==> src/rtl/cb_seg_pkg.sv <==
// Shared constants, FSM state type and K-table step helper for the code block segmenter.
package cb_seg_pkg;
  localparam int          Z_LTE       = 6144;
  localparam int          L_CB        = 24;
  localparam int          K_MIN       = 40;
  localparam logic [23:0] CRC24B_POLY = 24'h800063;

  typedef enum logic [2:0] {
    S_IDLE,
    S_CALC_C,
    S_CALC_K,
    S_CALC_CM,
    S_EMIT
  } seg_state_e;

  // Spacing between consecutive turbo interleaver sizes starting at k.
  function automatic logic [6:0] k_step(input logic [12:0] k);
    if (k < 13'd512)       return 7'd8;
    else if (k < 13'd1024) return 7'd16;
    else if (k < 13'd2048) return 7'd32;
    else                   return 7'd64;
  endfunction
endpackage

==> src/rtl/cb_seg_hs_if.sv <==
// Size/data/code-block handshake bundle of cb_seg_hs; slave is the segmenter side.
interface cb_seg_hs_if #(
  parameter int SIZE_W = 16,
  parameter int CIDX_W = 4
);
  logic [SIZE_W-1:0] tb_size_in;
  logic              wreq_size;
  logic              size_ready;
  logic              tb_in;
  logic              wreq_data;
  logic              data_ready;
  logic              cb_ready;
  logic              cb_valid;
  logic              cb_data;
  logic              filling;
  logic              crc;
  logic              start;
  logic              stop;
  logic [12:0]       cb_size;
  logic [CIDX_W-1:0] cb_idx;
  logic              seg_err;

  modport master (
    output tb_size_in, wreq_size, tb_in, wreq_data, cb_ready,
    input  size_ready, data_ready, cb_valid, cb_data, filling, crc,
           start, stop, cb_size, cb_idx, seg_err
  );

  modport slave (
    input  tb_size_in, wreq_size, tb_in, wreq_data, cb_ready,
    output size_ready, data_ready, cb_valid, cb_data, filling, crc,
           start, stop, cb_size, cb_idx, seg_err
  );
endinterface

==> src/rtl/crc24b_serial.sv <==
// Bit-serial CRC24B generator with remainder shift-out; only built when CB_SEG_CRC24B_EN is defined.
`ifdef CB_SEG_CRC24B_EN
module crc24b_serial
  import cb_seg_pkg::*;
(
  input  logic        clk,
  input  logic        clr,
  input  logic        en,
  input  logic        shift,
  input  logic        din,
  output logic [23:0] rem
);
  logic [23:0] cur;
  logic        fb;

  // clr restarts from zero in the same cycle as the first bit of a block
  assign cur = clr ? '0 : rem;
  assign fb  = cur[23] ^ din;

  always_ff @(posedge clk) begin
    if (en)         rem <= {cur[22:0], 1'b0} ^ (fb ? CRC24B_POLY : '0);
    else if (shift) rem <= {cur[22:0], 1'b0};
    else if (clr)   rem <= '0;
  end
endmodule
`endif

==> src/rtl/cb_seg_hs.sv <==
// Flow-controlled LTE code block segmenter: sizes C/K+/K-/C-/F, then streams filler, data and CB CRC.
// Optional CB_SEG_CRC24B_EN builds the CRC24B generator; otherwise CRC-phase bits are emitted as 0.
module cb_seg_hs
  import cb_seg_pkg::*;
#(
  parameter int Z      = Z_LTE,
  parameter int L_CRC  = L_CB,
  parameter int SIZE_W = 16,
  parameter int MAX_B  = 61440,
  parameter int CIDX_W = 4
) (
  input logic        clk,
  input logic        reset,
  cb_seg_hs_if.slave bus
);
  localparam logic [19:0] Z_W     = 20'(Z);
  localparam logic [19:0] ZL_STEP = 20'(Z - L_CRC);
  localparam logic [19:0] MAX_B_W = 20'(MAX_B);
  localparam logic [12:0] L_W     = 13'(L_CRC);

  seg_state_e state, state_nx;

  logic [19:0]       b_reg, acc, bp, ck, diff;
  logic [CIDX_W-1:0] c_cnt, c_m, r_idx;
  logic              multi, done_gen;
  logic [12:0]       k, kp, km, dk, f_len, pos;

  logic [19:0] b_in;
  logic        size_bad, size_acc, c_done, k_done, cm_done;
  logic [12:0] k_dn_step, kr, data_end, f_r;
  logic        ph_fill, ph_crc, ph_data, load_ok, gen, produce, last_bit, last_cb;
  logic        crc_bit;

  assign b_in      = 20'(bus.tb_size_in);
  assign size_bad  = (b_in == '0) || (b_in > MAX_B_W);
  assign size_acc  = (state == S_IDLE) && bus.wreq_size;
  assign c_done    = (b_reg <= Z_W) || (acc >= b_reg);
  assign k_done    = ck >= bp;
  assign cm_done   = !multi || (diff < 20'(dk));
  assign k_dn_step = 13'(k_step(k - 13'd1));

  assign kr       = (r_idx < c_m) ? km : kp;
  assign data_end = multi ? kr - L_W : kr;
  assign f_r      = (r_idx == '0) ? f_len : '0;
  assign ph_fill  = pos < f_r;
  assign ph_crc   = pos >= data_end;
  assign ph_data  = !ph_fill && !ph_crc;
  assign load_ok  = !bus.cb_valid || bus.cb_ready;
  assign gen      = (state == S_EMIT) && !done_gen && load_ok;
  assign produce  = gen && (!ph_data || bus.wreq_data);
  assign last_bit = pos == kr - 13'd1;
  assign last_cb  = r_idx == c_cnt - 1'b1;

  assign bus.data_ready = gen && ph_data;
  assign bus.size_ready = state == S_IDLE;

`ifdef CB_SEG_CRC24B_EN
  logic [23:0] crc_rem;

  crc24b_serial u_crc (
    .clk   (clk),
    .clr   (produce && (pos == '0)),
    .en    (produce && !ph_crc),
    .shift (produce && ph_crc),
    .din   (ph_data && bus.tb_in),
    .rem   (crc_rem)
  );
  assign crc_bit = crc_rem[23];
`else
  assign crc_bit = 1'b0;
`endif

  always_comb begin
    state_nx = state;
    case (state)
      S_IDLE:    if (bus.wreq_size && !size_bad) state_nx = S_CALC_C;
      S_CALC_C:  if (c_done)                     state_nx = S_CALC_K;
      S_CALC_K:  if (k_done)                     state_nx = S_CALC_CM;
      S_CALC_CM: if (cm_done)                    state_nx = S_EMIT;
      S_EMIT:    if (done_gen && load_ok)        state_nx = S_IDLE;
      default:                                   state_nx = S_IDLE;
    endcase
  end

  // Control and output register: the only state touched by reset
  always_ff @(posedge clk) begin
    if (!reset) begin
      state        <= S_IDLE;
      bus.seg_err  <= 1'b0;
      bus.cb_valid <= 1'b0;
      bus.cb_data  <= 1'b0;
      bus.filling  <= 1'b0;
      bus.crc      <= 1'b0;
      bus.start    <= 1'b0;
      bus.stop     <= 1'b0;
      bus.cb_size  <= '0;
      bus.cb_idx   <= '0;
      pos          <= '0;
      r_idx        <= '0;
      done_gen     <= 1'b0;
    end else begin
      state       <= state_nx;
      bus.seg_err <= size_acc && size_bad;
      if (state == S_CALC_CM) begin
        pos      <= '0;
        r_idx    <= '0;
        done_gen <= 1'b0;
      end
      if ((state == S_EMIT) && load_ok) bus.cb_valid <= produce;
      if (produce) begin
        bus.cb_data <= ph_data ? bus.tb_in : (ph_crc && crc_bit);
        bus.filling <= ph_fill;
        bus.crc     <= ph_crc;
        bus.start   <= pos == '0;
        bus.stop    <= last_bit;
        bus.cb_size <= kr;
        bus.cb_idx  <= r_idx;
        if (last_bit) begin
          pos   <= '0;
          r_idx <= r_idx + 1'b1;
          if (last_cb) done_gen <= 1'b1;
        end else begin
          pos <= pos + 13'd1;
        end
      end
    end
  end

  // Segmentation arithmetic: every term is (re)loaded on entry to the state that uses it
  always_ff @(posedge clk) begin
    case (state)
      S_IDLE: if (bus.wreq_size) begin
        b_reg <= b_in;
        acc   <= '0;
        c_cnt <= '0;
      end
      S_CALC_C: begin
        if (b_reg <= Z_W) begin
          c_cnt <= CIDX_W'(1);
          multi <= 1'b0;
          bp    <= b_reg;
          ck    <= 20'(K_MIN);
          k     <= 13'(K_MIN);
        end else if (acc >= b_reg) begin
          multi <= 1'b1;
          bp    <= b_reg + 20'(c_cnt) * 20'(L_CRC);
          ck    <= 20'(c_cnt) * 20'(K_MIN);
          k     <= 13'(K_MIN);
        end else begin
          acc   <= acc + ZL_STEP;
          c_cnt <= c_cnt + 1'b1;
        end
      end
      S_CALC_K: begin
        if (k_done) begin
          kp   <= k;
          diff <= ck - bp;
          c_m  <= '0;
          dk   <= multi ? k_dn_step : '0;
          km   <= multi ? k - k_dn_step : '0;
        end else begin
          k  <= k + 13'(k_step(k));
          ck <= ck + 20'(c_cnt) * 20'(k_step(k));
        end
      end
      S_CALC_CM: begin
        // C*K+ - B' minus C- steps of (K+ - K-) leaves exactly the filler count F
        if (cm_done) f_len <= diff[12:0];
        else begin
          diff <= diff - 20'(dk);
          c_m  <= c_m + 1'b1;
        end
      end
      default: ;
    endcase
  end
endmodule

==> src/flat_wrapper.sv <==
// flat-port wrapper written by rule: the top's interface ports become plain ports
module cb_seg_hs_flat import cb_seg_pkg::*;
#(
  parameter int Z      = Z_LTE,
  parameter int L_CRC  = L_CB,
  parameter int SIZE_W = 16,
  parameter int MAX_B  = 61440,
  parameter int CIDX_W = 4
)
  (clk, reset, bus_tb_size_in, bus_wreq_size, bus_tb_in, bus_wreq_data, bus_cb_ready, bus_size_ready, bus_data_ready, bus_cb_valid, bus_cb_data, bus_filling, bus_crc, bus_start, bus_stop, bus_cb_size, bus_cb_idx, bus_seg_err);
  cb_seg_hs_if #(.SIZE_W(SIZE_W), .CIDX_W(CIDX_W)) bus_i ();
  input logic clk;
  input logic reset;
  input wire logic [$bits(bus_i.tb_size_in)-1:0] bus_tb_size_in;
  input wire logic [$bits(bus_i.wreq_size)-1:0] bus_wreq_size;
  input wire logic [$bits(bus_i.tb_in)-1:0] bus_tb_in;
  input wire logic [$bits(bus_i.wreq_data)-1:0] bus_wreq_data;
  input wire logic [$bits(bus_i.cb_ready)-1:0] bus_cb_ready;
  output wire logic [$bits(bus_i.size_ready)-1:0] bus_size_ready;
  output wire logic [$bits(bus_i.data_ready)-1:0] bus_data_ready;
  output wire logic [$bits(bus_i.cb_valid)-1:0] bus_cb_valid;
  output wire logic [$bits(bus_i.cb_data)-1:0] bus_cb_data;
  output wire logic [$bits(bus_i.filling)-1:0] bus_filling;
  output wire logic [$bits(bus_i.crc)-1:0] bus_crc;
  output wire logic [$bits(bus_i.start)-1:0] bus_start;
  output wire logic [$bits(bus_i.stop)-1:0] bus_stop;
  output wire logic [$bits(bus_i.cb_size)-1:0] bus_cb_size;
  output wire logic [$bits(bus_i.cb_idx)-1:0] bus_cb_idx;
  output wire logic [$bits(bus_i.seg_err)-1:0] bus_seg_err;
  assign bus_i.tb_size_in = bus_tb_size_in;
  assign bus_i.wreq_size = bus_wreq_size;
  assign bus_i.tb_in = bus_tb_in;
  assign bus_i.wreq_data = bus_wreq_data;
  assign bus_i.cb_ready = bus_cb_ready;
  assign bus_size_ready = bus_i.size_ready;
  assign bus_data_ready = bus_i.data_ready;
  assign bus_cb_valid = bus_i.cb_valid;
  assign bus_cb_data = bus_i.cb_data;
  assign bus_filling = bus_i.filling;
  assign bus_crc = bus_i.crc;
  assign bus_start = bus_i.start;
  assign bus_stop = bus_i.stop;
  assign bus_cb_size = bus_i.cb_size;
  assign bus_cb_idx = bus_i.cb_idx;
  assign bus_seg_err = bus_i.seg_err;
  cb_seg_hs #(.Z(Z), .L_CRC(L_CRC), .SIZE_W(SIZE_W), .MAX_B(MAX_B), .CIDX_W(CIDX_W)) u_core (.clk(clk), .reset(reset), .bus(bus_i));
endmodule
==> config.mk <==
export PLATFORM = sky130hd
export DESIGN_NAME = cb_seg_hs_flat
export DESIGN_NICKNAME = d
export VERILOG_FILES = /design/src/rtl/cb_seg_pkg.sv /design/src/rtl/cb_seg_hs_if.sv /design/src/rtl/crc24b_serial.sv /design/src/rtl/cb_seg_hs.sv /design/src/flat_wrapper.sv
export SDC_FILE = /design/constraint.sdc
export NUM_CORES = 1
export LEC_CHECK = 0
export ABC_AREA = 1
export CORE_AREA = 2 2 193 195
export CTS_BUF_LIST = sky130_fd_sc_hd__clkbuf_8
export DETAILED_ROUTE_END_ITERATION = 7
export DIE_AREA = 0 0 195 197
export GPL_ROUTABILITY_DRIVEN = 0
export GPL_TIMING_DRIVEN = 0
export PLACE_DENSITY = 0.48
export SLEW_MARGIN = 20
export SYNTH_ARGS = -nofsm -noshare
export SYNTH_HDL_FRONTEND = slang
export SYNTH_SLANG_ARGS = --single-unit
==> constraint.sdc <==
create_clock -name clk -period 5.1 [get_ports clk]
set_clock_uncertainty 0.1 [all_clocks]
set_input_delay 0.765 -clock clk [delete_from_list [all_inputs] [get_ports clk]]
set_output_delay 0.765 -clock clk [all_outputs]
set_load 0.05 [all_outputs]
==> impl_metrics.py <==
metrics = {
    "run_status": {
        "status": "completed",
    },
    "critical_path": {
        "worst-endpoint-arrival_ps": 3940,
        "end_kind": "output pin",
        "rrSetupSlack_ps": 320,
        "path_cells": "inv_1 -> ha_1 -> nand2_1 -> inv_1 -> nand2_4 -> nand2_8 -> buf_12 -> nand2_2 -> nand2_2 -> nand2_1 -> nand2_1 -> nor2_2 -> nand2_1 -> nor2_2 -> xor2_1 -> inv_1 -> ha_1 -> nand2_1 -> nor4_2 -> a221oi_2 -> buf_4 -> and3_1 -> buf_6",
        "slowest_stage": "edfxtp_1",
        "worstSetupPathType": "reg -> out",
        "slowest_delay_ps": 380,
        "rr_endpoint": "u_core.ck[19]$_SDFFCE_PN0P_",
        "reg2reg_depth": 26,
        "required_ps": 4240,
        "cpMostUsedCell": "nand2_1",
        "worst_setup_path_start_kind": "flop",
        "timing.rr.start": "u_core.k[10]$_SDFFCE_PN0P_",
        "cp_max_fo": 10,
    },
    "layout": {
        "top_register": "u_core.diff",
        "layout.cells.most_common": "nand2_1",
        "antenna_cells": 0,
        "post_route_cells_drive_above_1_share": 0.100,
        "final_cell_area_um2": 14400,
        "largest_reg_flops": 20,
        "final_cell_mix": "276 x nand2_1, 230 x inv_1, 169 x nor2_1",
        "syn_to_final_growth_pct": 13.9,
        "fin_cells": 2094,
        "fin_nets": 1757,
    },
    "global_routing": {
        "grt_util_all_layers": 0.172,
        "antenna_found_initial": 0,
        "overflow": 0,
        "grt_pass1_wl_um": 51800,
        "grt_max_degree": 25,
        "grt_pass1_vias": 9825,
    },
    "floorplan": {
        "floorplan.initialDensity": 0.348,
        "coreArea_um2": 36300,
        "die_h_um": 197,
        "die_area_um2": 38400,
        "rows": 70,
        "die_w_um": 195,
        "pin_count": 48,
    },
    "clock_network": {
        "cts_inserted_buffers": 17,
        "clk_latency_ps": 510,
        "cts.sink_count": 185,
        "clk_pin_slew_ps": 120,
        "cts_tree": "yes",
        "cts_htree_levels": 4,
        "cts_buffer_depth": 2,
        "root_buffer": "clkbuf_8",
    },
    "power_and_ir_drop": {
        "p_switching_uw": 3790,
        "power_uw": 8360,
        "p_int_uw": 4570,
        "irDropWorstVdd_mv": 0.241,
        "power_density_nw_per_um2": 581,
        "p_clk_frac": 0.135,
        "power_frac_comb": 0.528,
        "p_leak_uw": 0.00627,
        "switching_share": 0.454,
        "p_seq_frac": 0.337,
    },
    "drt": {
        "vias": 10100,
        "via_per_inst": 4.82,
        "final_antenna_net_count": 0,
        "drt_pass1_iterations": 5,
        "routed_wl_um": 31700,
        "drcViolationCount": 0,
        "drt_iter0_markers": 591,
        "routedWlPerCell_um": 15.2,
    },
    "yosys": {
        "synth_cell_types": 58,
        "yosysWarnings": 0,
        "synth_edf_count": 143,
        "synth_top_area_frac": 0.340,
        "synth_area_leaders": "edfxtp_1 34%, ha_1 11%, nand2_1 8.2%, inv_1 6.8%, dfxtp_1 6.7%",
        "syn-cell-area_um2": 12600,
        "async_flop_share": 0,
        "ys_ff_latch": 185,
        "synth-main-ff-cell": "edfxtp_1",
        "synth.avg_cell_area_um2": 8.28,
        "syn_inst": 1525,
        "yosys.area.top_type": "edfxtp_1",
        "ys_seq_area_frac": 0.406,
    },
    "timing": {
        "hold_viol": 0,
        "final.setup.worst_slack_ps": 300,
        "finalCriticalPeriod_ps": 4800,
        "maxSlewHeadroom": 0.364,
        "worst_hold_slack_ps": 328,
        "slew_violations": 0,
        "setup_viol": 0,
        "worstMarginPinSlew_ps": 952,
        "rsz0062_at_grt": "false",
        "fmax_ghz": 0.208,
        "finalCritPeriodShare": 0.941,
    },
    "hold_path": {
        "hold_path.class": "reg -> reg",
        "min_from": "u_core.diff[2]$_DFFE_PP_",
        "hold_depth": 0,
        "min_to": "u_core.f_len[2]$_DFFE_PP_",
    },
    "placed_design": {
        "hpwl_um": 25200,
        "dp.cells": 2041,
        "port_buffers": 44,
        "place_area_um2": 13700,
        "dp_slack_ps": -348,
    },
    "flow_run": {
        "drv_cap": 0,
    },
}
## worst max-delay path, delay by kind of cell, from the launching register on
family,cells,cell delay (ps)
flip-flops,1,380
buffers and inverters,6,690
adder cells (fa/ha/maj),2,570
AND/OR/NAND/NOR,13,1540
AO/OA/AOI/OAI,1,80
XOR/XNOR,1,160
## final cells by class
cell class | instances | area [µm²]
Clock buffer | 18 | 248
Tap cell | 468 | 586
Timing Repair Buffer | 67 | 638
Multi-Input combinational cell | 1077 | 6550
Fill cell | 3741 | 21900
Buffer | 30 | 170
Clock inverter | 14 | 181
Inverter | 235 | 882
Sequential cell | 185 | 5140
## Yosys cell counts, types with 6 or more instances
cell type,count
fa_1,15
xor2_1,32
a211oi_1,9
nand3_1,67
a31oi_1,6
edfxtp_1,143
ha_1,107
nor4_1,12
a21oi_2,10
o21ai_0,94
nor2_1,178
nand4_1,10
nand3b_1,7
dfxtp_1,42
clkbuf_1,18
a21oi_1,108
nand2_2,32
nand2_1,277
inv_1,230
xnor2_1,18
nor3_1,23
or2_2,7
## layer usage
layer / GRT usage / part of all wire / routed length, µm / vias up
li1: - / - / - / 5229
met1: 0.220 / 0.47 / 14900 / 4654
met2: 0.302 / 0.48 / 15400 / 165
met3: 0.0252 / 0.031 / 989 / 36
met4: 0.0506 / 0.017 / 537 / 0
met5: 0 / 0 / 0 / -
## kinds of logic after synthesis
group | synth area share
AND/OR/NAND/NOR | 0.228
buffers and inverters | 0.0832
AO/OA/AOI/OAI | 0.117
flip-flops | 0.406
adder cells (fa/ha/maj) | 0.130
XOR/XNOR | 0.0347
other | 0.000297
multiplexers | 0.000891
## stage by stage
stage	TNS [ps]	utilization
floorplan	0	-
global placement	-1500	0.377
detailed placement	-1740	0.378
CTS	0	0.392
global route	0	0.397
finish	0	0.397
## power by group through the flow
stage          combinational (µW)  clock (µW)  sequential (µW)
2_1_floorplan                3210           0             2730
3_5_place_dp                 4280           0             2860
5_1_grt                      5090        1220             2890
3_3_place_gp                 4180           0             2870
6_report                     4420        1130             2820
4_1_cts                      4330        1160             2830
## how the worst max path moves through the flow
stage / start / endpoint / depth (start not counted)
2_1_floorplan: u_core.k[10]$_SDFFCE_PN0P_ / u_core.ck[18]$_SDFFCE_PN0P_ / 21
6_report: u_core.c_m[3]$_SDFFCE_PN0P_ / bus_data_ready / 23
4_1_cts: u_core.c_m[3]$_SDFFCE_PN0P_ / bus_data_ready / 23
3_5_place_dp: u_core.k[10]$_SDFFCE_PN0P_ / u_core.ck[18]$_SDFFCE_PN0P_ / 21
3_3_place_gp: u_core.k[10]$_SDFFCE_PN0P_ / u_core.ck[18]$_SDFFCE_PN0P_ / 21
5_1_grt: u_core.k[11]$_SDFFCE_PN0P_ / u_core.ck[18]$_SDFFCE_PN0P_ / 21
## what timing repair did
item | in CTS | in global routing
hold endpoints to repair | 0 | 0
gates resized for setup | 14 | 18
setup buffers | 3 | 18
setup endpoints to repair | 16 | 15
hold buffers | 0 | 0
pin swaps | 1 | 6
Power figures use the tool's default switching activity.
